===== src/rtl/sweep_pkg.sv =====
// Shared definitions for the sweep sequencer: instruction layout, opcodes, FSM states.
package sweep_pkg;

    // 88-bit sweeper instruction word
    localparam int unsigned INSTR_W = 88;

    // Instruction field bit positions
    localparam int unsigned OP_HI   = 87;
    localparam int unsigned OP_LO   = 80;
    localparam int unsigned FREQ_HI = 79;
    localparam int unsigned FREQ_LO = 48;
    localparam int unsigned CPS_HI  = 47;
    localparam int unsigned CPS_LO  = 32;
    localparam int unsigned STEP_HI = 31;
    localparam int unsigned STEP_LO = 0;

    // Segment opcodes
    localparam logic [7:0] OP_SWEEP       = 8'd0;
    localparam logic [7:0] OP_DISSIPATION = 8'd1;
    localparam logic [7:0] OP_PLL         = 8'd255;

    // Sequencer states
    typedef enum logic [2:0] {
        ST_IDLE   = 3'd0,
        ST_ISSUE  = 3'd1,
        ST_WAIT   = 3'd2,
        ST_NEXT   = 3'd3,
        ST_FINISH = 3'd4
    } seq_state_t;

    // Field view of an instruction word
    typedef struct packed {
        logic [7:0]  opcode;
        logic [31:0] init_freq;
        logic [15:0] cycles_per_step;
        logic [31:0] freq_step;
    } instr_t;

    // Extract the opcode of an instruction word
    function automatic logic [7:0] instr_opcode(input logic [INSTR_W-1:0] w);
        return w[OP_HI:OP_LO];
    endfunction

    // Assemble an instruction word from its fields
    function automatic logic [INSTR_W-1:0] make_instr(
        input logic [7:0]  opcode,
        input logic [31:0] init_freq,
        input logic [15:0] cycles_per_step,
        input logic [31:0] freq_step
    );
        logic [INSTR_W-1:0] w;
        w                  = '0;
        w[OP_HI:OP_LO]     = opcode;
        w[FREQ_HI:FREQ_LO] = init_freq;
        w[CPS_HI:CPS_LO]   = cycles_per_step;
        w[STEP_HI:STEP_LO] = freq_step;
        return w;
    endfunction

endpackage


===== src/rtl/sweep_seg_table.sv =====
// Segment table: SEG_DEPTH x 88-bit register file, synchronous write, registered read.
// Ports:
//   clk    - system clock
//   we     - write strobe
//   waddr  - write address
//   wdata  - write data (instruction word)
//   raddr  - read address, sampled every clock
//   rdata  - registered read data (entry at raddr from the previous cycle)
module sweep_seg_table
    import sweep_pkg::*;
#(
    parameter int unsigned SEG_DEPTH = 8,
    parameter int unsigned SEG_AW    = 3
) (
    input  logic               clk,
    input  logic               we,
    input  logic [SEG_AW-1:0]  waddr,
    input  logic [INSTR_W-1:0] wdata,
    input  logic [SEG_AW-1:0]  raddr,
    output logic [INSTR_W-1:0] rdata
);

    logic [INSTR_W-1:0] mem [SEG_DEPTH];

    // Storage is intentionally not reset; contents are undefined until written
    always_ff @(posedge clk) begin
        if (we) begin
            mem[waddr] <= wdata;
        end
        rdata <= mem[raddr];
    end

endmodule


===== src/rtl/sweep_sequencer.sv =====
// Sweep sequencer: issues a table of instruction segments to the sweeper FIFO,
// one write per segment, waiting for each segment to complete, repeating the
// table a configured number of passes.
// Ports:
//   clk, reset          - clock, synchronous active-high reset
//   cfg_we/addr/wdata   - segment table write port (honoured only when not busy)
//   cfg_num_segs        - segments per pass (0..SEG_DEPTH), latched at start
//   cfg_repeat          - passes per run, 0 = until abort, latched at start
//   start, abort        - run control
//   fifo_full           - sweeper FIFO backpressure
//   fifo_wr_en/data     - sweeper FIFO write port
//   sweep_done          - sweeper completion pulse
//   busy, seg_index     - run status
//   pass_count          - passes completed in this run
//   done                - one-cycle end-of-run pulse
//   timeout_err         - sticky sweep timeout flag, cleared by an accepted start
module sweep_sequencer
    import sweep_pkg::*;
#(
    parameter int unsigned SEG_DEPTH      = 8,
    parameter int unsigned SEG_AW         = 3,
    parameter logic [31:0] TIMEOUT_CYCLES = 32'd2000000,
    parameter logic [31:0] HOLD_CYCLES    = 32'd70000
) (
    input  logic               clk,
    input  logic               reset,
    input  logic               cfg_we,
    input  logic [SEG_AW-1:0]  cfg_addr,
    input  logic [INSTR_W-1:0] cfg_wdata,
    input  logic [SEG_AW:0]    cfg_num_segs,
    input  logic [7:0]         cfg_repeat,
    input  logic               start,
    input  logic               abort,
    input  logic               fifo_full,
    output logic               fifo_wr_en,
    output logic [INSTR_W-1:0] fifo_wr_data,
    input  logic               sweep_done,
    output logic               busy,
    output logic [SEG_AW-1:0]  seg_index,
    output logic [7:0]         pass_count,
    output logic               done,
    output logic               timeout_err
);

    localparam int unsigned CNT_W = SEG_AW + 1;

    seq_state_t         state;
    logic [CNT_W-1:0]   num_segs;
    logic [7:0]         run_repeat;
    logic [31:0]        wait_cnt;
    logic [7:0]         cur_op;
    logic [INSTR_W-1:0] rd_data;
    logic [SEG_AW-1:0]  rd_addr_c;
    logic               last_seg_c;
    logic [7:0]         pass_inc_c;

    assign last_seg_c = ({1'b0, seg_index} == (num_segs - CNT_W'(1)));
    assign pass_inc_c = pass_count + 8'd1;

    // Read address looks ahead to the segment index the FSM is about to use,
    // so the registered read data is already valid in the first ISSUE cycle.
    always_comb begin
        rd_addr_c = seg_index;
        if (state == ST_IDLE) begin
            rd_addr_c = '0;
        end else if (state == ST_NEXT) begin
            rd_addr_c = last_seg_c ? '0 : (seg_index + SEG_AW'(1));
        end
    end

    sweep_seg_table #(
        .SEG_DEPTH (SEG_DEPTH),
        .SEG_AW    (SEG_AW)
    ) u_table (
        .clk   (clk),
        .we    (cfg_we && !busy),
        .waddr (cfg_addr),
        .wdata (cfg_wdata),
        .raddr (rd_addr_c),
        .rdata (rd_data)
    );

    // Sequencer FSM with registered outputs
    always_ff @(posedge clk) begin
        if (reset) begin
            state        <= ST_IDLE;
            busy         <= 1'b0;
            fifo_wr_en   <= 1'b0;
            fifo_wr_data <= '0;
            seg_index    <= '0;
            pass_count   <= 8'd0;
            done         <= 1'b0;
            timeout_err  <= 1'b0;
            num_segs     <= '0;
            run_repeat   <= 8'd0;
            wait_cnt     <= 32'd0;
            cur_op       <= 8'd0;
        end else begin
            fifo_wr_en <= 1'b0;
            done       <= 1'b0;

            // Abort outranks every other event outside IDLE
            if ((state != ST_IDLE) && abort) begin
                state <= ST_IDLE;
                busy  <= 1'b0;
            end else begin
                case (state)
                    ST_IDLE: begin
                        if (start) begin
                            num_segs    <= cfg_num_segs;
                            run_repeat  <= cfg_repeat;
                            seg_index   <= '0;
                            pass_count  <= 8'd0;
                            timeout_err <= 1'b0;
                            if (cfg_num_segs != '0) begin
                                busy  <= 1'b1;
                                state <= ST_ISSUE;
                            end else begin
                                state <= ST_FINISH;
                            end
                        end
                    end

                    ST_ISSUE: begin
                        if (!fifo_full) begin
                            fifo_wr_en   <= 1'b1;
                            fifo_wr_data <= rd_data;
                            cur_op       <= instr_opcode(rd_data);
                            wait_cnt     <= 32'd0;
                            state        <= ST_WAIT;
                        end
                    end

                    ST_WAIT: begin
                        if (cur_op == OP_SWEEP) begin
                            // Completion wins over a coincident timeout
                            if (sweep_done) begin
                                state <= ST_NEXT;
                            end else if (wait_cnt == (TIMEOUT_CYCLES - 32'd1)) begin
                                timeout_err <= 1'b1;
                                busy        <= 1'b0;
                                state       <= ST_FINISH;
                            end
                        end else if (wait_cnt == (HOLD_CYCLES - 32'd1)) begin
                            state <= ST_NEXT;
                        end
                        if (wait_cnt != 32'hFFFF_FFFF) begin
                            wait_cnt <= wait_cnt + 32'd1;
                        end
                    end

                    ST_NEXT: begin
                        if (last_seg_c) begin
                            seg_index  <= '0;
                            pass_count <= pass_inc_c;
                            if ((run_repeat != 8'd0) && (pass_inc_c == run_repeat)) begin
                                state <= ST_FINISH;
                            end else begin
                                state <= ST_ISSUE;
                            end
                        end else begin
                            seg_index <= seg_index + SEG_AW'(1);
                            state     <= ST_ISSUE;
                        end
                    end

                    ST_FINISH: begin
                        done  <= 1'b1;
                        busy  <= 1'b0;
                        state <= ST_IDLE;
                    end

                    default: begin
                        state <= ST_IDLE;
                        busy  <= 1'b0;
                    end
                endcase
            end
        end
    end

endmodule


===== config.mk =====
export PLATFORM = sky130hd
export DESIGN_NAME = sweep_sequencer
export DESIGN_NICKNAME = d
export VERILOG_FILES = /design/src/rtl/sweep_pkg.sv /design/src/rtl/sweep_seg_table.sv /design/src/rtl/sweep_sequencer.sv
export SDC_FILE = /design/constraint.sdc
export NUM_CORES = 1
export LEC_CHECK = 0
export ABC_AREA = 1
export BUFFER_PORTS_ARGS = -buffer_cell sky130_fd_sc_hd__buf_2
export CORE_MARGIN = 3
export CORE_UTILIZATION = 30
export CTS_CLUSTER_DIAMETER = 100
export DETAILED_ROUTE_END_ITERATION = 8
export GPL_TIMING_DRIVEN = 0
export MAX_ROUTING_LAYER = met4
export PLACE_DENSITY = 0.51
export REMOVE_ABC_BUFFERS = 1
export SLEW_MARGIN = 15
export SYNTH_ARGS = -nofsm -noshare
export SYNTH_HDL_FRONTEND = slang
export SYNTH_SLANG_ARGS = --single-unit
export TNS_END_PERCENT = 30

===== constraint.sdc =====
create_clock -name clk -period 5.1 [get_ports clk]
set_input_delay 0.255 -clock clk [delete_from_list [all_inputs] [get_ports clk]]
set_output_delay 0.255 -clock clk [all_outputs]
set_load 0.05 [all_outputs]

---- After elaboration in Yosys (flattened, before gate mapping) ----
Memories as Yosys holds them, arrays and structs flattened. A register that Yosys moved wholly into a read port is not among the register bits.
Index checks and enable logic that the tools add are counted.
operators by class
  $add $sub $neg .......................... 4
  equality and inequality tests ........... 19
  muxes and demuxes ....................... 36
  bitwise logic cells ..................... 4
  reductions and logical operators ........ 23
operator list
  kind                                                    number
  two-way mux 32 bit                                      2
  one-hot mux 32 bit (2 select lines)                     1
  two-way mux 3 bit                                       13
  adder 32 x 1 -> 32 bit (second input constant)          1
  equality test 32 x 17 -> 1 bit (second input constant)  1
  equality test 32 x 21 -> 1 bit (second input constant)  1
  != test 32 bit (second input constant)                  1
  two-way mux 8 bit                                       2
  one-hot mux 8 bit (2 select lines)                      1
  != test 2 bit (second input constant)                   7
  two-way mux 1 bit                                       13
  one-hot mux 3 bit (4 select lines)                      1
  AND reduction 4 bit                                     3
  AND reduction 6 bit                                     2
  AND reduction 3 bit                                     3
  adder 8 x 1 -> 8 bit (second input constant)            1
  equality test 8 bit                                     1
  logical NOT 8 bit                                       1
  nonzero test 8 bit                                      1
  equality test 3 x 2 -> 1 bit (second input constant)    2
  one-hot mux 3 bit (2 select lines)                      1
  nonzero test 2 bit                                      3
  equality test 3 x 4 -> 1 bit                            1
  != test 4 bit (second input constant)                   1
  other kinds (16)                                        22
word-level totals
  register bits after elaboration ......... 158
  bits in writable memories ............... 704
  logic and storage cells ................. 99
  memories kept ........................... 1
memory list
  name         depth  bits a word  rd ports  clocked after memory_dff  write ports  RTL line               source
  u_table.mem  8      88           1         1                         1            sweep_seg_table.sv:23  logic [INSTR_W-1:0] mem [SEG_DEPTH];

---- Logic depth before layout (Yosys ltp) ----
Gate-level depths: netlist of the first run.
  depth after elaboration ................. 6
  depth in mapped cells ................... 18
  depth with buffers taken out ............ 16

---- Cells and area by module ----
A second synthesis of the first run with hierarchy kept.
unflattened totals
  cell total of the unflattened synthesis .. 4170
  area total of the unflattened synthesis .. 39221.4 µm²
by module, submodules not included
  module           times used  cells an instance  area an instance (µm²)
  sweep_seg_table  1           3147               32327.3
  sweep_sequencer  1           1023               6894.1

---- Least setup slack after synthesis of the first run ----
No wires, ideal clock.
  path type ............................... register to register
  start ................................... register busy
  end ..................................... memory u_table.mem[0][0] (enable)
  arrival ................................. 4447 ps
  required time ........................... 4565 ps
  slack ................................... 118 ps
  stages on the path, launching flop included .. 4
  clock period less this slack ............ 4982 ps
  cell sequence ........................... dfxtp_1 -> nor2_1 -> nand2_1 -> nor2_1
on the way
  word-level cells in the longest chain between the ends .. 4
ends and longest elaborated chain
  item                                     RTL line                source
  from (decl)                              sweep_sequencer.sv:38   output logic busy,
  from (signal assigned)                   sweep_sequencer.sv:87   busy <= 1'b0;
  from (signal assigned)                   sweep_sequencer.sv:105  busy <= 1'b0;
  from (signal assigned)                   sweep_sequencer.sv:116  busy <= 1'b1;
  logical NOT 1 bit                        sweep_sequencer.sv:76   .we (cfg_we && !busy),
  logical AND 1 bit                        sweep_sequencer.sv:76
  two-way mux 1 bit                        sweep_seg_table.sv:27   if (we) begin
  two-way mux 1 bit (implied by the code)  sweep_seg_table.sv:28   mem[waddr] <= wdata;
  to (decl)                                sweep_seg_table.sv:23
Every way passes these cells.

---- Final worst setup path of the first run ----
  start ................................... register num_segs[0]
  end ..................................... register u_table.rdata[37], read port of u_table.mem
on the way
  word-level cells in the longest chain between the ends .. 5
ends and longest elaborated chain
  item                          RTL line                source
  from (decl)                   sweep_sequencer.sv:48   logic [CNT_W-1:0] num_segs;
  from (signal assigned)        sweep_sequencer.sv:110  num_segs <= cfg_num_segs;
  subtractor 4 x 1 -> 4 bit     sweep_sequencer.sv:57   assign last_seg_c = ({1'b0, seg_index} == (num_segs - CNT_W'(1)));
  equality test 3 x 4 -> 1 bit  sweep_sequencer.sv:57
  two-way mux 3 bit             sweep_sequencer.sv:67   rd_addr_c = last_seg_c ? '0 : (seg_index + SEG_AW'(1));
  two-way mux 3 bit             sweep_sequencer.sv:66   end else if (state == ST_NEXT) begin
  two-way mux 3 bit             sweep_sequencer.sv:64   if (state == ST_IDLE) begin
  to (decl)                     sweep_seg_table.sv:20   output logic [INSTR_W-1:0] rdata
Every way passes these cells.
A chain may end at the register's enable or synchronous reset.

==> results of run 1 <==
-- final cells by class --
cell class                 count  area share
antenna                       12    0.000615
tap                         1742      0.0446
clock buffer                 154      0.0616
inverter                     694      0.0539
multi-input combinational   2283       0.212
clock inverter                47     0.00992
timing repair buffer         405      0.0871
sequential                   942       0.531
-- cell families after synthesis --
family                   Yosys count
adder cells (fa/ha/maj)            4
XOR/XNOR                          22
AO/OA/AOI/OAI                    262
AND/OR/NAND/NOR                 1995
flip-flops                       942
buffers and inverters            930
-- worst min-delay path by stage --
stage,from,endpoint,cells after the start
after floorplan,reset,pass_count[1],1
after global placement,state[0],done,1
after detailed placement,state[0],done,1
after CTS,abort,state[2],4
after global routing,abort,state[0],4
final,abort,state[2],4
-- critical path: stages (launching register included) --
cell and delay, ns:
dfxtp_1 0.34, inv_1 0.08, ha_1 0.31, xor2_1 0.13
nand2_1 0.07, nor2_1 0.20, nand3_4 0.60, buf_16 0.44
nand3_4 0.32, buf_12 0.28, buf_16 0.29, buf_16 0.30
nand2_1 0.08, nand3_1 0.10, nand2_1 0.06, nand2_1 0.08
nand2_1 0.07
-- flip-flops by register name, indices dropped and copies added, names as in the netlist --
signal,cells
done,1
fifo_wr_data,87
pass_count,8
u_table.mem,704
state,3
cur_op,1
run_repeat,8
u_table.rdata,88
seg_index,3
num_segs,4
busy,1
timeout_err,1
wait_cnt,32
fifo_wr_en,1
-- where the power goes --
group | internal, mW | leakage, nW | switching, mW
sequential | 8.98 | 8.34 | 0.316
clock | 4.50 | 1.72 | 3.11
combinational | 1.51 | 10.6 | 3.76
total | 15.0 | 20.7 | 7.19
-- stage by stage --
stage                     utilization  hold slack [ns]
after floorplan                     -            0.324
after global placement          0.322            0.438
after CTS                       0.374           0.0144
final                           0.374            0.100
after detailed placement        0.339            0.443
after global routing            0.374           0.0758
-- placed cells by master (no fill, tap or decap), drive strengths merged --
master / netlist / routed
o21ai: 198 / 198
nor4: 2 / 2
nand2: 1084 / 1084
inv: 694 / 702
nor3b: 1 / 1
nand3: 308 / 308
ha: 4 / 4
clkbuf: 145 / 154
edfxtp: 704 / 704
a211oi: 1 / 1
buf: 91 / 301
a21boi: 1 / 1
diode: 0 / 12
nand4: 273 / 273
a21oi: 61 / 61
xnor2: 2 / 2
clkinvlp: 0 / 2
and2: 1 / 1
o31ai: 1 / 1
xor2: 20 / 20
dlygate4sd3: 0 / 104
bufinv: 0 / 8
dfxtp: 238 / 238
nor2: 292 / 292
clkinv: 0 / 29
nor3: 34 / 34
-- metal layers --
layer | track usage | vias to the layer above
met4 | 0.0449 | 0
met2 | 0.255 | 586
li1 | - | 14200
met1 | 0.221 | 13700
met5 | - | -
met3 | 0.0350 | 166
==> impl_metrics.toml, run 1 <==
[synth]
synth-simple-area-share = 0.217
synth_compound_area_frac = 0.0333
yosysSeqAreaShare = 0.653
yosysWarnings = 0
syn_avg_cell_area_um2 = 9.55
synth_edf_count = 704
synth.area.top_cells = "edfxtp_1, dfxtp_1, nand2_1, inv_1, nand4_1"
synth_top_area_frac = 0.533
synth_flop_cell = "edfxtp_1"
synth_xor_area_frac = 0.00504
synth_most_common_cell = "nand2_1"
yosys.area.top_type = "edfxtp_1"
synth_fa_ha_area_frac = 0.00126
synth.distinct_cells = 30
synth-seq-cells = 942
muxShareOfSynthArea = 0
async_flop_share = 0
netlist_instances = 4155
synth_common_cells = "nand2_1, edfxtp_1, inv_1"
syn_area_um2 = 39700
synth_top_family_by_area = "simple AND/OR/NAND/NOR gates"

[clocking]
cts_root_buf = "clkbuf_16"
cts_setup_buffers = 0
cts-htree-levels = 3
clock_sinks = 942
cts_buffer_depth = 3
tritoncts = "done"
ctsResizeCount = 0
ctsHoldBuffers = 104
clk_latency_ns = 0.72
clk_pin_slew_ns = 0.06
cts_buffers = 106

[die]
start_util = 0.304
io_pins = 213
core-area_um2 = 130000
core.rowCount = 132
die_w_um = 370
dieHeight_um = 370
die_area_um2 = 137000

[critical_path]
required_ns = 5.69
startpoint = "num_segs[0]"
reg2reg_depth = 16
worstSetupPathType = "reg2reg"
worstPathMaxFanout = 67
cp-end-kind = "register"
reg2reg_from = "num_segs[0]"
critPathCapture = "u_table.rdata[37]"
regToRegSetupSlack_ns = 1.11
crit_arrival_ns = 4.58
cp-start-kind = "register"
rr_endpoint = "u_table.rdata[37]"

[sta]
grt_setup_unrepaired = "false"
finalWorstSetupSlack_ns = 1.11
worstMarginPinSlew_ns = 1.07
finalHoldViolCount = 0
fin_crit_ns = 3.99
setup-violations-final = 0
max_clock_freq_mhz = 250
finClkSkew_ns = 0.0311
finalMaxSlewViolations = 0
min_period_over_period = 0.783
slew-limit-headroom = 0.287
fin_tns_setup_ns = 0

[grt]
grt_max_degree = 81
grt_pass1_vias = 27600
grt_pass1_wl_mm = 168
gr-total-overflow = 0
antenna_found_initial = 13
groute.usage.overall = 0.165

[finish]
final_cells = 6279
seq_area_um2 = 25900
syn_to_final_growth_pct = 23.0
nets = 4546
final_cell_area_um2 = 48800
multi_input_area_um2 = 10300
fill_cells = 12900
drive_gt1_frac = 0.107

[power_and_ir_drop]
peakVddDrop_uv = 290
p_leak_nw = 20.7
powerDensity_nw_per_um2 = 454
total_power_mw = 22.2

[route]
wire_per_inst_um = 17.6
vias = 28600
wl_met2_mm = 49.9
wl_met3_mm = 6.28
ant_nets = 0
totalWireLength_mm = 111
wl_met1_mm = 51.8
dr.pass1.iters = 5
drt_iter0_drc = 1857
via_per_inst = 4.55
dr.max_layer_used = "met4"
remaining_drc_errors = 0

[status]
outcome = "finished clean"

[placement]
globalplace.congestion = 0.827
dpl_worst_slack_ns = 1.10
place_area_um2 = 44300
post-dp-hpwl_mm = 66.8
dp.cells = 5962
numPortBuffers = 212

[run]
cap_viol_max_count = 0

[worst_hold_path]
hp-class = "in2reg"
No activity file was read; power rests on OpenSTA's default activity.
==> run 2: changes to the inputs <==
==> constraint.sdc (replaced) <==
create_clock -name clk -period 3.64 [get_ports clk]
set_input_delay 0.182 -clock clk [delete_from_list [all_inputs] [get_ports clk]]
set_output_delay 0.182 -clock clk [all_outputs]
set_load 0.05 [all_outputs]
==> impl_metrics.toml, run 2 (synthesized netlist as in run 1, its figures left out) <==
[sta]
slew-limit-headroom = 0.437
fin_crit_ns = 3.56
worstMarginPinSlew_ns = 0.844
setup-violations-final = 0
finClkSkew_ns = 0.0303
max_clock_freq_mhz = 281
finalMaxSlewViolations = 0
finalWorstSetupSlack_ns = 0.0809
grt_setup_unrepaired = "true"
min_period_over_period = 0.978
finalHoldViolCount = 0

[critical_path]
cp-start-kind = "register"
worstPathMaxFanout = 57
reg2reg_from = "num_segs[0]"
crit_arrival_ns = 4.15
required_ns = 4.23
startpoint = "num_segs[0]"
cp-end-kind = "register"
worstSetupPathType = "reg2reg"

[clocking]
tritoncts = "done"
clk_latency_ns = 0.73
cts_buffer_depth = 3
cts_buffers = 106
cts-htree-levels = 3
clk_pin_slew_ns = 0.06
clock_sinks = 942
cts_root_buf = "clkbuf_16"

[route]
vias = 28700
totalWireLength_mm = 112
drt_iter0_drc = 1854
wire_per_inst_um = 17.8
dr.pass1.iters = 7
ant_nets = 0
remaining_drc_errors = 0
via_per_inst = 4.56

[grt]
gr-total-overflow = 0
groute.usage.overall = 0.167
grt_max_degree = 81
grt_pass1_vias = 27700
antenna_found_initial = 13
grt_pass1_wl_mm = 169

[finish]
drive_gt1_frac = 0.109
nets = 4553
multi_input_area_um2 = 10400
final_common_cell = "nand2_1"
final_core_util = 0.375
final_cell_area_um2 = 48900
largest_registers = "u_table.mem: 704 flops, u_table.rdata: 88 flops, fifo_wr_data: 87 flops"
seq_area_um2 = 25900
largest_reg_flops = 704
mostFrequentLayoutCells = "nand2_1, edfxtp_1, inv_1, nand3_1, nor2_1"
regMostFlops = "u_table.mem"
fill_cells = 12800
syn_to_final_growth_pct = 23.2

[die]
die_w_um = 370
core.rowCount = 132
io_pins = 213
start_util = 0.304
dieHeight_um = 370
core-area_um2 = 130000
die_area_um2 = 137000

[worst_hold_path]
hp-class = "in2reg"
hp-start = "reset"

[placement]
dpl_worst_slack_ns = -0.359
globalplace.congestion = 0.827
place_area_um2 = 44300
post-dp-hpwl_mm = 66.8
numPortBuffers = 212

[power_and_ir_drop]
p_leak_nw = 20.7
powerDensity_nw_per_um2 = 638
peakVddDrop_uv = 406

[status]
outcome = "finished clean"

[run]
cap_viol_max_count = 0
## run 2: changes by cell type in the layout (fill, tap and decap cells not counted), moves of 2 or more
| cell | previous run | this run |
|---|---|---|
| nor2_2 | 0 | 2 |
| clkinvlp_4 | 2 | 4 |
| dlygate4sd3_1 | 104 | 106 |
| nor2_1 | 283 | 279 |
| nor2_4 | 9 | 11 |
| nand3_2 | 0 | 2 |
## run 2: path summary, 6_finish.rpt
check,to,slack [ns],cells past startpoint
setup reg to reg,u_table.rdata[11],0.08,16
setup / recovery,u_table.rdata[11],0.08,16
hold / removal,fifo_wr_en,0.06,2
hold reg to reg,fifo_wr_data[82],0.47,2
## run 2: layout make-up
type	count	share of cell area
antenna	12	0.000614
clock buffer	154	0.0614
clock inverter	47	0.00990
inverter	694	0.0538
multi-input combinational	2286	0.213
sequential	942	0.529
tap	1742	0.0446
timing repair buffer	408	0.0875
timing repair inverter	1	0.000153
## run 2: stage by stage
step | std cells | setup TNS, ns | hold WS (ns) | power [mW]
after floorplan | 3919 | -2435.47 | 0.251 | 15.9
after global placement | 5873 | -8928.83 | 0.438 | 15.4
after detailed placement | 5962 | -13.03 | 0.443 | 20.6
after CTS | 6272 | 0 | 0.0000140 | 31.6
after global routing | 6286 | -3.27 | 0.0587 | 32.8
final | 6286 | 0 | 0.0591 | 31.2
## run 2: layer usage
metal  vias to the layer above  share of wire  global-route usage
met4                         0          0.025              0.0486
met5                         -              0                   -
met1                     13700           0.46               0.222
met3                       172          0.059              0.0351
li1                      14200              -                   -
met2                       660           0.45               0.256
## run 2: worst max-delay path, cell delays in order, from the launching register on
cell and delay, ns:
dfxtp_1 0.34, inv_1 0.08, ha_1 0.21, inv_1 0.06
nand2_1 0.06, a21oi_1 0.22, nor2_4 0.12, nand2_1 0.16
nand3_1 0.16, a21oi_4 0.68, buf_16 0.24, buf_12 0.19
buf_16 0.19, inv_8 0.12, buf_16 0.28, nand2_1 0.17
nand2_1 0.08
## run 2: report_power, final
| part | internal (mW) | switching [mW] |
|---|---|---|
| registers | 12.6 | 0.445 |
| logic | 2.15 | 5.36 |
| clock network | 6.31 | 4.37 |
## run 2: repair_timing
item	CTS	global route
setup buffers	1	0
resized for setup	5	6
hold buffers	106	0
pin swaps	1	1
setup endpoints to repair	72	88
cloned	2	2
endpoints found under the hold margin	723	0
==> run 3: changes to the inputs <==
==> constraint.sdc (replaced) <==
create_clock -name clk -period 3 [get_ports clk]
set_input_delay 0.15 -clock clk [delete_from_list [all_inputs] [get_ports clk]]
set_output_delay 0.15 -clock clk [all_outputs]
set_load 0.05 [all_outputs]
==> impl_metrics.toml, run 3 (synthesized netlist as in run 1, its figures left out) <==
[status]
outcome = "finished clean"

[die]
start_util = 0.304
io_pins = 213
die_area_um2 = 137000
core-area_um2 = 130000
dieHeight_um = 370
core.rowCount = 132
die_w_um = 370

[clocking]
cts_buffers = 106
clock_sinks = 942
clk_pin_slew_ns = 0.06
cts-htree-levels = 3
tritoncts = "done"
clk_latency_ns = 0.73
cts_root_buf = "clkbuf_16"
cts_buffer_depth = 3

[finish]
nets = 4586
fill_cells = 12800
final_cells = 6321
seq_area_um2 = 25900
mostFrequentLayoutCells = "nand2_1, edfxtp_1, inv_1, nand3_1, nor2_1"
syn_to_final_growth_pct = 24.9
largest_reg_flops = 704
largest_registers = "u_table.mem: 704 flops, u_table.rdata: 88 flops, fifo_wr_data: 87 flops"
regMostFlops = "u_table.mem"
drive_gt1_frac = 0.116
final_common_cell = "nand2_1"
multi_input_area_um2 = 10500

[critical_path]
reg2reg_depth = 15
regToRegSetupSlack_ns = 0.15
worstPathMaxFanout = 36
worstSetupPathType = "reg2reg"
critPathCapture = "u_table.rdata[67]"
rr_endpoint = "u_table.rdata[67]"
cp-end-kind = "register"
required_ns = 3.60
reg2reg_from = "num_segs[0]"
crit_arrival_ns = 3.45
cp-start-kind = "register"
startpoint = "num_segs[0]"

[grt]
grt_pass1_vias = 27900
antenna_found_initial = 13
gr-total-overflow = 0
grt_pass1_wl_mm = 173
groute.usage.overall = 0.172
grt_max_degree = 81

[sta]
grt_setup_unrepaired = "false"
min_period_over_period = 0.950
finalMaxSlewViolations = 0
finClkSkew_ns = 0.0291
setup-violations-final = 0
slew-limit-headroom = 0.448
max_clock_freq_mhz = 351
worstMarginPinSlew_ns = 0.827
fin_crit_ns = 2.85
finalHoldViolCount = 0

[route]
wire_per_inst_um = 18.8
dr.pass1.iters = 7
vias = 29000
remaining_drc_errors = 0
totalWireLength_mm = 119
ant_nets = 0
drt_iter0_drc = 1936
via_per_inst = 4.59

[power_and_ir_drop]
power_frac_seq = 0.411
powerDensity_nw_per_um2 = 777
p_leak_nw = 21.0
total_power_mw = 38.5
internal-power_mw = 25.8
p_comb_frac = 0.252
clkPwrFrac = 0.337
switching_share = 0.330
peakVddDrop_uv = 515
p_switching_mw = 12.7

[placement]
dp.cells = 5962
globalplace.congestion = 0.827
numPortBuffers = 212
post-dp-hpwl_mm = 66.8

[run]
cap_viol_max_count = 0

[worst_hold_path]
hp-class = "in2reg"
-- run 3: cell count changes in the layout (fill, tap and decap cells not counted), moves of 3 or more --
| cell | previous run | this run |
|---|---|---|
| clkbuf_16 | 108 | 116 |
| nor2_4 | 11 | 14 |
| nand2_4 | 3 | 7 |
| buf_4 | 1 | 14 |
| buf_16 | 50 | 55 |
-- run 3: stage by stage --
step                TNS [ns]  area [um2]  hold slack (ns)   util  worst slack, ns
detailed placement   -100.43       44300            0.419  0.339           -0.999
finish                     0       49600           0.0680  0.380            0.150
global placement    -9531.71       42000            0.418  0.322           -24.83
CTS                        0       49200        0.0000834  0.377           0.0138
floorplan           -3038.35       38700            0.219      -           -10.86
global route               0       49600           0.0388  0.380           0.0182
-- run 3: how the worst min path moves through the flow --
stage	start	endpoint	cells past startpoint
3_3_place_gp	cfg_wdata[66]	u_table.mem[7][66]	1
5_1_grt	cfg_addr[1]	u_table.mem[6][54]	3
4_1_cts	cfg_addr[1]	u_table.mem[6][81]	3
3_5_place_dp	cfg_wdata[3]	u_table.mem[2][3]	1
2_1_floorplan	reset	pass_count[1]	1
6_report	cfg_addr[1]	u_table.mem[6][54]	3
-- run 3: layer usage --
metal / up-vias / part of all wire / global-route usage
li1: 14300 / - / -
met1: 13900 / 0.46 / 0.228
met2: 702 / 0.45 / 0.262
met3: 172 / 0.059 / 0.0373
met4: 0 / 0.025 / 0.0542
met5: - / 0 / -
-- run 3: critical path, stage by stage, from the launching register on --
cell	delay (ns)
dfxtp_1	0.34
inv_1	0.08
ha_1	0.31
xor2_1	0.14
nand2_1	0.11
nor2_4	0.06
nand2_1	0.14
nand3_1	0.16
a21oi_4	0.23
buf_16	0.20
buf_12	0.19
buf_16	0.20
inv_16	0.12
clkbuf_16	0.24
nand2_1	0.09
nand2_1	0.06
-- run 3: power by group through the flow --
stage          registers [mW]  logic (mW)  clock network (mW)
3_3_place_gp             15.1        3.18                   0
3_5_place_dp             16.1        8.89                   0
5_1_grt                  15.9        10.6                13.9
6_report                 15.8        9.70                13.0
4_1_cts                  15.8        9.44                13.4
2_1_floorplan            16.1        2.48                   0
-- run 3: layout make-up --
cell class | instances | area share
Antenna cell | 14 | 0.000707
Clock buffer | 154 | 0.0606
Clock inverter | 47 | 0.00977
Inverter | 694 | 0.0539
Multi-Input combinational cell | 2290 | 0.212
Sequential cell | 942 | 0.523
Tap cell | 1742 | 0.0440
Timing Repair Buffer | 437 | 0.0965
Timing Repair inverter | 1 | 0.000151
-- run 3: what timing repair did --
item | CTS | global route
hold buffers | 108 | 0
buffers inserted | 5 | 10
endpoints found under the setup margin | 180 | 150
pin swaps | 6 | 7
endpoints found under the hold margin | 729 | 0
gates cloned | 10 | 11
gates resized for setup | 22 | 15
